==> src/rtl/multicycle_controller_pkg.sv <==
// Shared definitions for the multicycle RISC-V style controller.
// Holds the FSM state encoding, the decoded opcode constants and the encodings of every
// datapath mux/ALU select the controller drives, plus the immediate-format helper.
package multicycle_controller_pkg;

  // Width of the state encoding; the top pads/truncates it onto o_state.
  localparam int STATE_ENC_W = 4;

  typedef enum logic [STATE_ENC_W-1:0] {
    S_FETCH     = 4'd0,
    S_DECODE    = 4'd1,
    S_MEM_ADR   = 4'd2,
    S_MEM_READ  = 4'd3,
    S_MEM_WB    = 4'd4,
    S_MEM_WRITE = 4'd5,
    S_EXEC_R    = 4'd6,
    S_EXEC_I    = 4'd7,
    S_ALU_WB    = 4'd8,
    S_BEQ       = 4'd9,
    S_JALR      = 4'd10,
    S_JAL       = 4'd11,
    S_TRAP      = 4'd12
  } state_t;

  // Major opcodes recognised by the decoder.
  localparam logic [6:0] OP_LOAD   = 7'b0000011;
  localparam logic [6:0] OP_STORE  = 7'b0100011;
  localparam logic [6:0] OP_RTYPE  = 7'b0110011;
  localparam logic [6:0] OP_ITYPE  = 7'b0010011;
  localparam logic [6:0] OP_BRANCH = 7'b1100011;
  localparam logic [6:0] OP_JAL    = 7'b1101111;
  localparam logic [6:0] OP_JALR   = 7'b1100111;

  // Memory address source.
  localparam logic ADR_PC     = 1'b0;
  localparam logic ADR_ALUOUT = 1'b1;

  // Result mux.
  localparam logic [1:0] RES_ALUOUT    = 2'b00;
  localparam logic [1:0] RES_MEMDATA   = 2'b01;
  localparam logic [1:0] RES_ALURESULT = 2'b10;

  // ALU operand A.
  localparam logic [1:0] SRCA_PC    = 2'b00;
  localparam logic [1:0] SRCA_OLDPC = 2'b01;
  localparam logic [1:0] SRCA_RS1   = 2'b10;

  // ALU operand B.
  localparam logic [1:0] SRCB_RS2  = 2'b00;
  localparam logic [1:0] SRCB_IMM  = 2'b01;
  localparam logic [1:0] SRCB_FOUR = 2'b10;

  // ALU operation class.
  localparam logic [1:0] ALUOP_ADD   = 2'b00;
  localparam logic [1:0] ALUOP_SUB   = 2'b01;
  localparam logic [1:0] ALUOP_FUNCT = 2'b10;

  // Immediate format.
  localparam logic [1:0] IMM_I = 2'b00;
  localparam logic [1:0] IMM_S = 2'b01;
  localparam logic [1:0] IMM_B = 2'b10;
  localparam logic [1:0] IMM_J = 2'b11;

  // Immediate format depends only on the opcode, never on the FSM state.
  function automatic logic [1:0] imm_src_of(input logic [6:0] opcode);
    logic [1:0] imm;
    imm = IMM_I;
    case (opcode)
      OP_STORE:  imm = IMM_S;
      OP_BRANCH: imm = IMM_B;
      OP_JAL:    imm = IMM_J;
      default:   imm = IMM_I;
    endcase
    return imm;
  endfunction

endpackage

==> src/rtl/multicycle_controller_if.sv <==
// Controller <-> datapath/memory bundle for the multicycle controller.
// Ports: i_opcode/i_zero/i_mem_ready flow into the controller; all o_* select,
// strobe, debug-state and trap signals flow out. slave = controller, master = datapath.
interface multicycle_controller_if #(
  parameter int STATE_W = 4
);
  logic [6:0]         i_opcode;
  logic               i_zero;
  logic               i_mem_ready;
  logic               o_mem_req;
  logic               o_adr_src;
  logic               o_mem_write;
  logic               o_ir_write;
  logic               o_pc_write;
  logic               o_reg_write;
  logic [1:0]         o_result_src;
  logic [1:0]         o_alu_src_a;
  logic [1:0]         o_alu_src_b;
  logic [1:0]         o_alu_op;
  logic [1:0]         o_imm_src;
  logic [STATE_W-1:0] o_state;
  logic               o_trap;

  modport slave (
    input  i_opcode, i_zero, i_mem_ready,
    output o_mem_req, o_adr_src, o_mem_write, o_ir_write, o_pc_write, o_reg_write,
           o_result_src, o_alu_src_a, o_alu_src_b, o_alu_op, o_imm_src, o_state, o_trap
  );

  modport master (
    output i_opcode, i_zero, i_mem_ready,
    input  o_mem_req, o_adr_src, o_mem_write, o_ir_write, o_pc_write, o_reg_write,
           o_result_src, o_alu_src_a, o_alu_src_b, o_alu_op, o_imm_src, o_state, o_trap
  );
endinterface

==> src/rtl/multicycle_controller_next_state.sv <==
// mc_next_state: combinational next-state function of the multicycle controller FSM.
// Ports: state_i (current state), opcode_i (held instruction opcode), mem_ready_i
// (memory completes this cycle) -> state_o. Reset is applied by the state register, not here.
// Optional: ILLEGAL_OP_TRAP_EN sends unknown opcodes to TRAP instead of back to FETCH.
module mc_next_state
  import multicycle_controller_pkg::*;
(
  input  state_t     state_i,
  input  logic [6:0] opcode_i,
  input  logic       mem_ready_i,
  output state_t     state_o
);

  always_comb begin
    state_o = S_FETCH;
    case (state_i)
      S_FETCH:     state_o = mem_ready_i ? S_DECODE : S_FETCH;
      S_DECODE: begin
        case (opcode_i)
          OP_LOAD, OP_STORE: state_o = S_MEM_ADR;
          OP_RTYPE:          state_o = S_EXEC_R;
          OP_ITYPE:          state_o = S_EXEC_I;
          OP_BRANCH:         state_o = S_BEQ;
          OP_JAL:            state_o = S_JAL;
          OP_JALR:           state_o = S_JALR;
`ifdef ILLEGAL_OP_TRAP_EN
          default:           state_o = S_TRAP;
`else
          // PC was already advanced in FETCH, so an unknown opcode behaves as a NOP.
          default:           state_o = S_FETCH;
`endif
        endcase
      end
      S_MEM_ADR:   state_o = (opcode_i == OP_LOAD) ? S_MEM_READ : S_MEM_WRITE;
      S_MEM_READ:  state_o = mem_ready_i ? S_MEM_WB : S_MEM_READ;
      S_MEM_WB:    state_o = S_FETCH;
      S_MEM_WRITE: state_o = mem_ready_i ? S_FETCH : S_MEM_WRITE;
      S_EXEC_R:    state_o = S_ALU_WB;
      S_EXEC_I:    state_o = S_ALU_WB;
      S_ALU_WB:    state_o = S_FETCH;
      S_BEQ:       state_o = S_FETCH;
      // JALR computes its target into ALUOut, then shares JAL's PC load and link write.
      S_JALR:      state_o = S_JAL;
      S_JAL:       state_o = S_ALU_WB;
`ifdef ILLEGAL_OP_TRAP_EN
      S_TRAP:      state_o = S_TRAP;
`else
      S_TRAP:      state_o = S_FETCH;
`endif
      default:     state_o = S_FETCH;
    endcase
  end

endmodule

==> src/rtl/multicycle_controller.sv <==
// Multicycle controller top: Moore FSM sequencing fetch/decode/execute for a small RISC-V subset.
// Ports: i_clk, i_rst (synchronous, active-high), bus (slave modport: opcode/zero/mem_ready in;
// mux selects, strobes, o_state debug and o_trap out). Optional: ILLEGAL_OP_TRAP_EN enables TRAP.
module multicycle_controller
  import multicycle_controller_pkg::*;
#(
  parameter int STATE_W = 4
) (
  input  logic                    i_clk,
  input  logic                    i_rst,
  multicycle_controller_if.slave  bus
);

  state_t state_q;
  state_t state_d;

  // Raw (pre-reset-gating) control decode of the current state.
  logic       mem_req;
  logic       adr_src;
  logic       mem_write;
  logic       ir_write;
  logic       pc_write;
  logic       reg_write;
  logic [1:0] result_src;
  logic [1:0] alu_src_a;
  logic [1:0] alu_src_b;
  logic [1:0] alu_op;

  mc_next_state u_next_state (
    .state_i     (state_q),
    .opcode_i    (bus.i_opcode),
    .mem_ready_i (bus.i_mem_ready),
    .state_o     (state_d)
  );

  always_ff @(posedge i_clk) begin
    if (i_rst) begin
      state_q <= S_FETCH;
    end else begin
      state_q <= state_d;
    end
  end

  always_comb begin
    mem_req    = 1'b0;
    adr_src    = ADR_PC;
    mem_write  = 1'b0;
    ir_write   = 1'b0;
    pc_write   = 1'b0;
    reg_write  = 1'b0;
    result_src = RES_ALUOUT;
    alu_src_a  = SRCA_PC;
    alu_src_b  = SRCB_RS2;
    alu_op     = ALUOP_ADD;
    case (state_q)
      S_FETCH: begin
        // PC+4 goes straight to the PC through the ALU result path; IR and PC
        // load only in the cycle the memory actually returns the instruction.
        mem_req    = 1'b1;
        adr_src    = ADR_PC;
        alu_src_a  = SRCA_PC;
        alu_src_b  = SRCB_FOUR;
        alu_op     = ALUOP_ADD;
        result_src = RES_ALURESULT;
        ir_write   = bus.i_mem_ready;
        pc_write   = bus.i_mem_ready;
      end
      S_DECODE: begin
        // Speculatively form oldPC+imm so BEQ/JAL find their target in ALUOut.
        alu_src_a = SRCA_OLDPC;
        alu_src_b = SRCB_IMM;
        alu_op    = ALUOP_ADD;
      end
      S_MEM_ADR: begin
        alu_src_a = SRCA_RS1;
        alu_src_b = SRCB_IMM;
        alu_op    = ALUOP_ADD;
      end
      S_MEM_READ: begin
        mem_req    = 1'b1;
        adr_src    = ADR_ALUOUT;
        result_src = RES_ALUOUT;
      end
      S_MEM_WB: begin
        result_src = RES_MEMDATA;
        reg_write  = 1'b1;
      end
      S_MEM_WRITE: begin
        mem_req   = 1'b1;
        adr_src   = ADR_ALUOUT;
        mem_write = bus.i_mem_ready;
      end
      S_EXEC_R: begin
        alu_src_a = SRCA_RS1;
        alu_src_b = SRCB_RS2;
        alu_op    = ALUOP_FUNCT;
      end
      S_EXEC_I: begin
        alu_src_a = SRCA_RS1;
        alu_src_b = SRCB_IMM;
        alu_op    = ALUOP_FUNCT;
      end
      S_ALU_WB: begin
        result_src = RES_ALUOUT;
        reg_write  = 1'b1;
      end
      S_BEQ: begin
        // ALUOut still holds the DECODE-computed target while the ALU compares.
        alu_src_a  = SRCA_RS1;
        alu_src_b  = SRCB_RS2;
        alu_op     = ALUOP_SUB;
        result_src = RES_ALUOUT;
        pc_write   = bus.i_zero;
      end
      S_JALR: begin
        alu_src_a = SRCA_RS1;
        alu_src_b = SRCB_IMM;
        alu_op    = ALUOP_ADD;
      end
      S_JAL: begin
        // PC <- ALUOut (target) while the ALU forms oldPC+4 for the link write in ALU_WB.
        alu_src_a  = SRCA_OLDPC;
        alu_src_b  = SRCB_FOUR;
        alu_op     = ALUOP_ADD;
        result_src = RES_ALUOUT;
        pc_write   = 1'b1;
      end
      default: begin
        // TRAP and unused encodings drive nothing.
      end
    endcase
  end

  // Reset overrides every strobe so an access in flight is abandoned cleanly.
  assign bus.o_mem_req    = mem_req   & ~i_rst;
  assign bus.o_mem_write  = mem_write & ~i_rst;
  assign bus.o_ir_write   = ir_write  & ~i_rst;
  assign bus.o_pc_write   = pc_write  & ~i_rst;
  assign bus.o_reg_write  = reg_write & ~i_rst;
  assign bus.o_adr_src    = adr_src;
  assign bus.o_result_src = result_src;
  assign bus.o_alu_src_a  = alu_src_a;
  assign bus.o_alu_src_b  = alu_src_b;
  assign bus.o_alu_op     = alu_op;
  assign bus.o_imm_src    = imm_src_of(bus.i_opcode);
  assign bus.o_state      = STATE_W'(state_q);

`ifdef ILLEGAL_OP_TRAP_EN
  assign bus.o_trap = (state_q == S_TRAP) & ~i_rst;
`else
  assign bus.o_trap = 1'b0;
`endif

endmodule
==> src/flat_wrapper.sv <==
// flat-port wrapper written by rule: the top's interface ports become plain ports
module multicycle_controller_flat import multicycle_controller_pkg::*;
#(
  parameter int STATE_W = 4
)
  (i_clk, i_rst, bus_i_opcode, bus_i_zero, bus_i_mem_ready, bus_o_mem_req, bus_o_adr_src, bus_o_mem_write, bus_o_ir_write, bus_o_pc_write, bus_o_reg_write, bus_o_result_src, bus_o_alu_src_a, bus_o_alu_src_b, bus_o_alu_op, bus_o_imm_src, bus_o_state, bus_o_trap);
  multicycle_controller_if #(.STATE_W(STATE_W)) bus_i ();
  input  logic i_clk;
  input  logic i_rst;
  input wire logic [$bits(bus_i.i_opcode)-1:0] bus_i_opcode;
  input wire logic [$bits(bus_i.i_zero)-1:0] bus_i_zero;
  input wire logic [$bits(bus_i.i_mem_ready)-1:0] bus_i_mem_ready;
  output wire logic [$bits(bus_i.o_mem_req)-1:0] bus_o_mem_req;
  output wire logic [$bits(bus_i.o_adr_src)-1:0] bus_o_adr_src;
  output wire logic [$bits(bus_i.o_mem_write)-1:0] bus_o_mem_write;
  output wire logic [$bits(bus_i.o_ir_write)-1:0] bus_o_ir_write;
  output wire logic [$bits(bus_i.o_pc_write)-1:0] bus_o_pc_write;
  output wire logic [$bits(bus_i.o_reg_write)-1:0] bus_o_reg_write;
  output wire logic [$bits(bus_i.o_result_src)-1:0] bus_o_result_src;
  output wire logic [$bits(bus_i.o_alu_src_a)-1:0] bus_o_alu_src_a;
  output wire logic [$bits(bus_i.o_alu_src_b)-1:0] bus_o_alu_src_b;
  output wire logic [$bits(bus_i.o_alu_op)-1:0] bus_o_alu_op;
  output wire logic [$bits(bus_i.o_imm_src)-1:0] bus_o_imm_src;
  output wire logic [$bits(bus_i.o_state)-1:0] bus_o_state;
  output wire logic [$bits(bus_i.o_trap)-1:0] bus_o_trap;
  assign bus_i.i_opcode = bus_i_opcode;
  assign bus_i.i_zero = bus_i_zero;
  assign bus_i.i_mem_ready = bus_i_mem_ready;
  assign bus_o_mem_req = bus_i.o_mem_req;
  assign bus_o_adr_src = bus_i.o_adr_src;
  assign bus_o_mem_write = bus_i.o_mem_write;
  assign bus_o_ir_write = bus_i.o_ir_write;
  assign bus_o_pc_write = bus_i.o_pc_write;
  assign bus_o_reg_write = bus_i.o_reg_write;
  assign bus_o_result_src = bus_i.o_result_src;
  assign bus_o_alu_src_a = bus_i.o_alu_src_a;
  assign bus_o_alu_src_b = bus_i.o_alu_src_b;
  assign bus_o_alu_op = bus_i.o_alu_op;
  assign bus_o_imm_src = bus_i.o_imm_src;
  assign bus_o_state = bus_i.o_state;
  assign bus_o_trap = bus_i.o_trap;
  multicycle_controller #(.STATE_W(STATE_W)) u_core (.i_clk(i_clk), .i_rst(i_rst), .bus(bus_i));
endmodule
==> config.mk <==
export PLATFORM = sky130hd
export DESIGN_NAME = multicycle_controller_flat
export DESIGN_NICKNAME = d
export VERILOG_FILES = /design/src/rtl/multicycle_controller_pkg.sv /design/src/rtl/multicycle_controller_if.sv /design/src/rtl/multicycle_controller_next_state.sv /design/src/rtl/multicycle_controller.sv /design/src/flat_wrapper.sv
export SDC_FILE = /design/constraint.sdc
export NUM_CORES = 1
export LEC_CHECK = 0
export CAP_MARGIN = 5
export CELL_PAD_IN_SITES_DETAIL_PLACEMENT = 1
export CELL_PAD_IN_SITES_GLOBAL_PLACEMENT = 1
export CORE_UTILIZATION = 25
export DETAILED_ROUTE_END_ITERATION = 8
export GPL_ROUTABILITY_DRIVEN = 0
export PLACE_DENSITY = 0.8
export SLEW_MARGIN = 20
export SYNTH_ARGS = -nofsm -noshare
export SYNTH_HDL_FRONTEND = slang
export SYNTH_SLANG_ARGS = --single-unit
export TNS_END_PERCENT = 100
==> constraint.sdc <==
create_clock -name i_clk -period 1.49 [get_ports i_clk]
set_input_delay 0.298 -clock i_clk [delete_from_list [all_inputs] [get_ports i_clk]]
set_output_delay 0.298 -clock i_clk [all_outputs]
set_load 0.02 [all_outputs]
==> metrics.cfg, run 1 <==
[run_status]
status = finished, violations left
violations = design-rule violations, negative setup slack

[min_path]
min_path_type = in -> reg
hold_start = bus_i_opcode[4]

[placed_design]
placement.cell_area_um2 = 1219
place_hpwl_um = 2117
place_inst = 171
port_buffers = 30

[yosys]
postSynthCellCount = 87
ys.flop_type = dfxtp_1
ys_async_sr_fraction_pct = 0
syn_nets = 98
yosysTopAreaCellShare_pct = 13.79
syn_area_per_cell_um2 = 6.673
ys_ff_latch = 4
ys_warn_count = 0
yosysTopAreaCell = dfxtp_1
netlist_area_um2 = 580.6
synth_edf_count = 0
yosysSeqAreaShare_pct = 13.79
synth_area_leaders = dfxtp_1 (14%), buf_2 (6.0%), nand2b_1 (5.4%)
synth_common_cells = buf_2 (7), nand2_1 (7), a21oi_1 (6), nand3_1 (6)
synth.distinct_cells = 34

[setup_path]
crit_path_top_delay_cell = dfxtp_4
worstPathCellList = nand2b_4, buf_6, nor4b_2, buf_2
crit_arrival_ns = 1.44
crit_family = simple AND/OR/NAND/NOR gates
critPathMaxStageDelay_ns = 0.38
crit_type = reg -> out
crit_buf_inv = 2
cp_max_fo = 5
worst_setup_path_start_kind = flop
startpoint = u_core.bus.o_state[3]$_SDFF_PP0_
end_kind = output port
critical_path_required_ns = 1.19
timing.rr.start = u_core.bus.o_state[0]$_SDFF_PP0_

[detailed_routing]
wl_met2_um = 2532
drt-total-wl_um = 4645
drt-met1-wl_um = 1677
met3_length_um = 198
ant_nets = 0
first_pass_iters = 8
via_per_inst = 5.778
highest_layer = met4
post_drt_wl_per_cell_um = 24.58
num_vias = 1092
drcViolationCount = 3
dr.first_iter.drc_count = 16

[grt]
grt-ovfl-total = 0
first_global_vias = 1060
grt_first_pass_wirelength_um = 5161
track_usage_pct = 27.50
grt_max_degree = 12
antenna_found_initial = 0

[timing]
setup_slack_ns = -0.2526
tns_ns = -2.381
setup_viol = 16
max_freq_ghz = 0.5739
rsz0062_at_grt = yes
final_hold_viol_count = 0
clock_skew_ns = 0.02123
finalCritPeriodShare_pct = 117.0
slew_violations = 0
period_minus_slack_ns = 1.743
whs_ns = 0.5131

[cts]
clockBufferDepth = 2
cts.sinks = 4
cts_made_buffers = 3
clk_pin_slew_worst_paths_ns = 0.06
cts_tree = done
postCtsHoldBufs = 0
cts_max_level = 1
ctsRootBufferMaster = clkbuf_4
clk_latency_ns = 0.27

[power]
p_int_w = 0.0003447
leakagePower_nw = 0.6885
ir_drop_mv = 0.4008
power_density_nw_per_um2 = 358.2
p_clk_share_pct = 31.2
switchingPower_w = 0.0002262
pwr-share-seq_pct = 19.1
power.share.switching_pct = 39.62
power_frac_comb_pct = 49.6
p_total_w = 0.0005709

[die]
core_area_um2 = 2191
start_util_pct = 26.50
pin_count = 32
die_w_um = 50.19
die_h_um = 50.19
dieArea_um2 = 2519
rows = 17

[final_layout]
final.fill_count = 232
largest_register_ffs = 4
area_delta_synth_final_pct = 174.6
finalNetCount = 173
drive_gt1_share_pct = 73.29
fin_area_um2 = 1594
antenna_cells = 0
stdcell_count = 189

[flow_run]
max_cap_violations = 0

## metal layers
| metal | global-route usage [%] | vias up |
|---|---|---|
| li1 | - | 471 |
| met1 | 28.75 | 536 |
| met2 | 54.44 | 62 |
| met3 | 5.455 | 23 |
| met4 | 6.667 | 0 |
| met5 | 0 | - |
## power groups by stage
stage | combinational (W) | clock [W] | sequential [W]
6_report | 0.000283 | 0.000178 | 0.000109
5_1_grt | 0.000294 | 0.000192 | 0.000109
4_1_cts | 0.000225 | 0.000162 | 0.000111
3_5_place_dp | 0.000206 | 0 | 0.000116
3_3_place_gp | 0.000198 | 0 | 0.000116
2_1_floorplan | 0.0000862 | 0 | 0.000117
## area by class of cell
cell class / instances / area [µm²] / area share [%]
clock buffers: 4 / 26.28 / 1.648
inverters: 4 / 15.01 / 0.9419
well taps: 28 / 35.03 / 2.198
flip-flops and latches: 4 / 95.09 / 5.965
multi-input cells: 71 / 730.7 / 45.84
repair buffers: 78 / 691.9 / 43.41
## through the flow
| stage | setup slack, ns | util, % |
|---|---|---|
| after global placement | -0.7313 | 55.63 |
| final | -0.2526 | 72.76 |
| after CTS | -0.1722 | 61.39 |
| after floorplan | -0.1263 | - |
| after global routing | -0.3025 | 72.76 |
| after detailed placement | -0.8871 | 55.63 |
## cells in the final DEF, fill, tap and decap left out, types with 2 or more instances in the layout
| master | count |
|---|---|
| nor2b_4 | 3 |
| nor3_2 | 3 |
| o32a_1 | 2 |
| clkbuf_4 | 3 |
| nor4_4 | 2 |
| nand2_1 | 6 |
| nand2b_4 | 3 |
| nand2b_1 | 2 |
| a32oi_1 | 2 |
| inv_1 | 2 |
| buf_4 | 40 |
| nand3_1 | 5 |
| a21oi_1 | 3 |
| nor3_4 | 3 |
| dlygate4sd2_1 | 7 |
| clkbuf_2 | 6 |
| a21oi_2 | 3 |
| inv_2 | 2 |
| a31oi_1 | 2 |
| o22ai_1 | 2 |
| xnor2_4 | 2 |
| dfxtp_4 | 4 |
| nor2_4 | 3 |
| buf_6 | 20 |
| o21ai_2 | 2 |
## worst reg2reg max path, cell delays in order (launching register included)
cell and delay (ns):
dfxtp_4 0.39, buf_4 0.13, buf_4 0.11, buf_4 0.11, nor3b_2 0.19, a21oi_1 0.08
o32a_1 0.32, a31oi_1 0.17
## path summary, 6_finish.rpt
kind              cells past startpoint  slack, ns                                to
setup / recovery                      4      -0.25                   bus_o_mem_write
hold / removal                        4       0.51  u_core.bus.o_state[2]$_SDFF_PP0_
setup reg to reg                      7      -0.11  u_core.bus.o_state[1]$_SDFF_PP0_
hold reg to reg                       3       0.78  u_core.bus.o_state[3]$_SDFF_PP0_
## timing repair
item | 4_1_cts | 5_1_grt
hold endpoints to repair | 0 | 0
pin swaps | 10 | 13
resized for setup | 122 | 54
setup endpoints to repair | 23 | 19
gates cloned | 0 | 1
setup buffers | 6 | 7
## cell families after synthesis
group / after synthesis / share of synthesized area [%]
AND/OR/NAND/NOR: 43 / 43.10
buffers and inverters: 12 / 9.913
flip-flops: 4 / 13.79
other: 1 / 0.6459
AO/OA/AOI/OAI: 24 / 28.02
XOR/XNOR: 3 / 4.527
Power figures use the tool's default switching activity.
==> run 2: changes to the inputs <==
--- a/config.mk
+++ b/config.mk
@@ -5,15 +5,17 @@
 export SDC_FILE = /design/constraint.sdc
 export NUM_CORES = 1
 export LEC_CHECK = 0
+export ABC_CLOCK_PERIOD_IN_PS = 1490
 export CAP_MARGIN = 5
 export CELL_PAD_IN_SITES_DETAIL_PLACEMENT = 1
 export CELL_PAD_IN_SITES_GLOBAL_PLACEMENT = 1
-export CORE_UTILIZATION = 25
+export CORE_UTILIZATION = 27
 export DETAILED_ROUTE_END_ITERATION = 8
 export GPL_ROUTABILITY_DRIVEN = 0
 export PLACE_DENSITY = 0.8
-export SLEW_MARGIN = 20
+export SLEW_MARGIN = 0
 export SYNTH_ARGS = -nofsm -noshare
 export SYNTH_HDL_FRONTEND = slang
+export SYNTH_HIERARCHICAL = 1
 export SYNTH_SLANG_ARGS = --single-unit
 export TNS_END_PERCENT = 100
==> metrics.cfg, run 2 <==
[die]
die_h_um = 50.90
die_w_um = 50.90
core_area_um2 = 2233
dieArea_um2 = 2591
start_util_pct = 28.91
pin_count = 32
rows = 17

[setup_path]
crit_type = reg -> out
crit_arrival_ns = 1.52
cp_max_fo = 9
end_kind = output port
critPathCapture = bus_o_ir_write
worstRegToRegCells = 8
r2r-end = u_core/bus.o_state[1]$_SDFF_PP0_
crit_family = simple AND/OR/NAND/NOR gates
worstPathCellList = buf_12, nor4_4, nor3b_4, buf_6
cp.depth = 4
crit_buf_inv = 2
worst_setup_path_start_kind = flop
timing.rr.start = u_core/bus.o_state[0]$_SDFF_PP0_
startpoint = u_core/bus.o_state[0]$_SDFF_PP0_
critical_path_required_ns = 1.19
critPathMaxStageDelay_ns = 0.36
ff2ff_setup_slack_ns = -0.31
crit_path_top_delay_cell = nor4_4

[min_path]
min_path_type = in -> reg
hold_start = bus_i_opcode[6]
min_delay_path_depth = 6

[timing]
period_minus_slack_ns = 1.818
setup_slack_ns = -0.3279
slew_violations = 0
clock_skew_ns = 0.01672
rsz0062_at_grt = yes
final_hold_viol_count = 0
tns_ns = -3.097
finalCritPeriodShare_pct = 122.0
setup_viol = 17
whs_ns = 0.7133
max_freq_ghz = 0.5501

[yosys]
synth-xor-area-share_pct = 6.783
netlist_area_um2 = 645.6
yosysSeqAreaShare_pct = 12.40
ys_async_sr_fraction_pct = 0
synth.distinct_cells = 40
yosysTopAreaCell = dfxtp_1
syn_nets = 99
postSynthCellCount = 88
yosys.area_share.simple_pct = 51.16
ys.flop_type = dfxtp_1
synth_top_family_by_area = simple AND/OR/NAND/NOR gates
muxShareOfSynthArea_pct = 0
ys_ff_latch = 4
synth_compound_area_share_pct = 22.09
synth_edf_count = 0
synthAdderAreaFrac_pct = 0
synth_area_leaders = dfxtp_1 (12%), nor2b_1 (5.8%), nand3_1 (4.7%)
yosysTopAreaCellShare_pct = 12.40
ys_warn_count = 6
syn_area_per_cell_um2 = 7.337
synth_common_cells = nand3_1 (6), nor2_1 (6), nor2b_1 (6)

[cts]
cts_tree = done
cts_max_level = 1
cts.sinks = 4
clk_latency_ns = 0.26
cts_made_buffers = 3
postCtsHoldBufs = 0
clk_pin_slew_worst_paths_ns = 0.06
ctsRootBufferMaster = clkbuf_4
clockBufferDepth = 2

[final_layout]
finalNetCount = 174
final_common_cell = buf_4
drive_gt1_share_pct = 70.19
postLayoutCoreUtil_pct = 72.61
antenna_cells = 0
area_delta_synth_final_pct = 151.2
final_cell_mix = buf_4 (37), buf_6 (22), dlygate4sd2_1 (7), nand3_1 (5)
largest_register_ffs = 4

[detailed_routing]
ant_nets = 0
wl_met2_um = 2109
met3_length_um = 220
via_per_inst = 5.656
drt-total-wl_um = 4087
highest_layer = met4
first_pass_iters = 5
drt-met1-wl_um = 1543
post_drt_wl_per_cell_um = 21.62
dr.first_iter.drc_count = 30
drcViolationCount = 0
num_vias = 1069

[grt]
antenna_found_initial = 0
grt_first_pass_wirelength_um = 4733
grt-ovfl-total = 0
first_global_vias = 1010
track_usage_pct = 24.52
grt_max_degree = 12

[power]
leakagePower_nw = 0.6668
p_int_w = 0.0003489
p_total_w = 0.0005630
power_density_nw_per_um2 = 347.2
ir_drop_mv = 0.3401
pwr-share-seq_pct = 19.0
power.share.switching_pct = 38.03
switchingPower_w = 0.0002141
power_frac_comb_pct = 52.6
p_clk_share_pct = 28.4

[run_status]
violations = negative setup slack
status = finished, violations left

[flow_run]
max_cap_violations = 0

[placed_design]
port_buffers = 30
place_hpwl_um = 1907

==> run 2: worst min path at each step <==
stage / end
global route: u_core/bus.o_state[1]$_SDFF_PP0_
CTS: u_core/bus.o_state[1]$_SDFF_PP0_
global placement: u_core/bus.o_state[1]$_SDFF_PP0_
detailed placement: u_core/bus.o_state[1]$_SDFF_PP0_
finish: u_core/bus.o_state[2]$_SDFF_PP0_
floorplan: u_core/bus.o_state[0]$_SDFF_PP0_
==> run 2: kinds of logic (layout without fill, tap and decap cells) <==
family                    count (synthesis)  count (layout)
other                                     1               1
and+or+nand+nor                          51              51
buffers and inverters                     8              81
xor gates and xnor gates                  5               5
DFF                                       4               4
AOI/OAI and AO/OA                        19              19
==> run 2: through the flow <==
step / std cells / area [µm²] / setup WS, ns
6_report: 189 / 1622 / -0.3279
5_1_grt: 189 / 1622 / -0.3997
4_1_cts: 181 / 1434 / -0.2999
3_5_place_dp: 169 / 1256 / -0.9164
3_3_place_gp: 169 / 1256 / -0.9021
2_1_floorplan: 88 / 753.2 / -0.1313
==> run 2: what timing repair did <==
action,in CTS,in global routing
pin swaps,10,15
gates resized for setup,126,41
setup buffers,9,8
setup endpoints to repair,23,23
==> run 2: worst register-to-register path: stages, from the launching register on <==
cell and delay (ns):
dfxtp_4 0.35, buf_12 0.14, buf_4 0.13, buf_6 0.12
or3b_4 0.40, nor2_4 0.14, nand2_2 0.09, o221ai_2 0.17
nor2b_1 0.17
==> run 2: per-layer routing <==
metal,GRT usage [%],up-vias
met4,4.167,0
met3,1.190,22
li1,-,468
met2,52.63,73
met5,0,-
met1,25.31,506
==> run 2: power by group through the flow <==
stage | clock network (W) | logic (W) | registers [W]
6_report | 0.000160 | 0.000296 | 0.000107
5_1_grt | 0.000171 | 0.000309 | 0.000107
4_1_cts | 0.000131 | 0.000241 | 0.000106
3_5_place_dp | 0 | 0.000218 | 0.000107
3_3_place_gp | 0 | 0.000211 | 0.000107
2_1_floorplan | 0 | 0.0000944 | 0.000113
==> run 2: area by class of cell <==
class | count | area [µm²]
Inverter | 3 | 13.76
Clock buffer | 3 | 22.52
Tap cell | 28 | 35.03
Fill cell | 222 | 611.8
Timing Repair Buffer | 75 | 673.1
Sequential cell | 4 | 95.09
Multi-Input combinational cell | 76 | 782.0
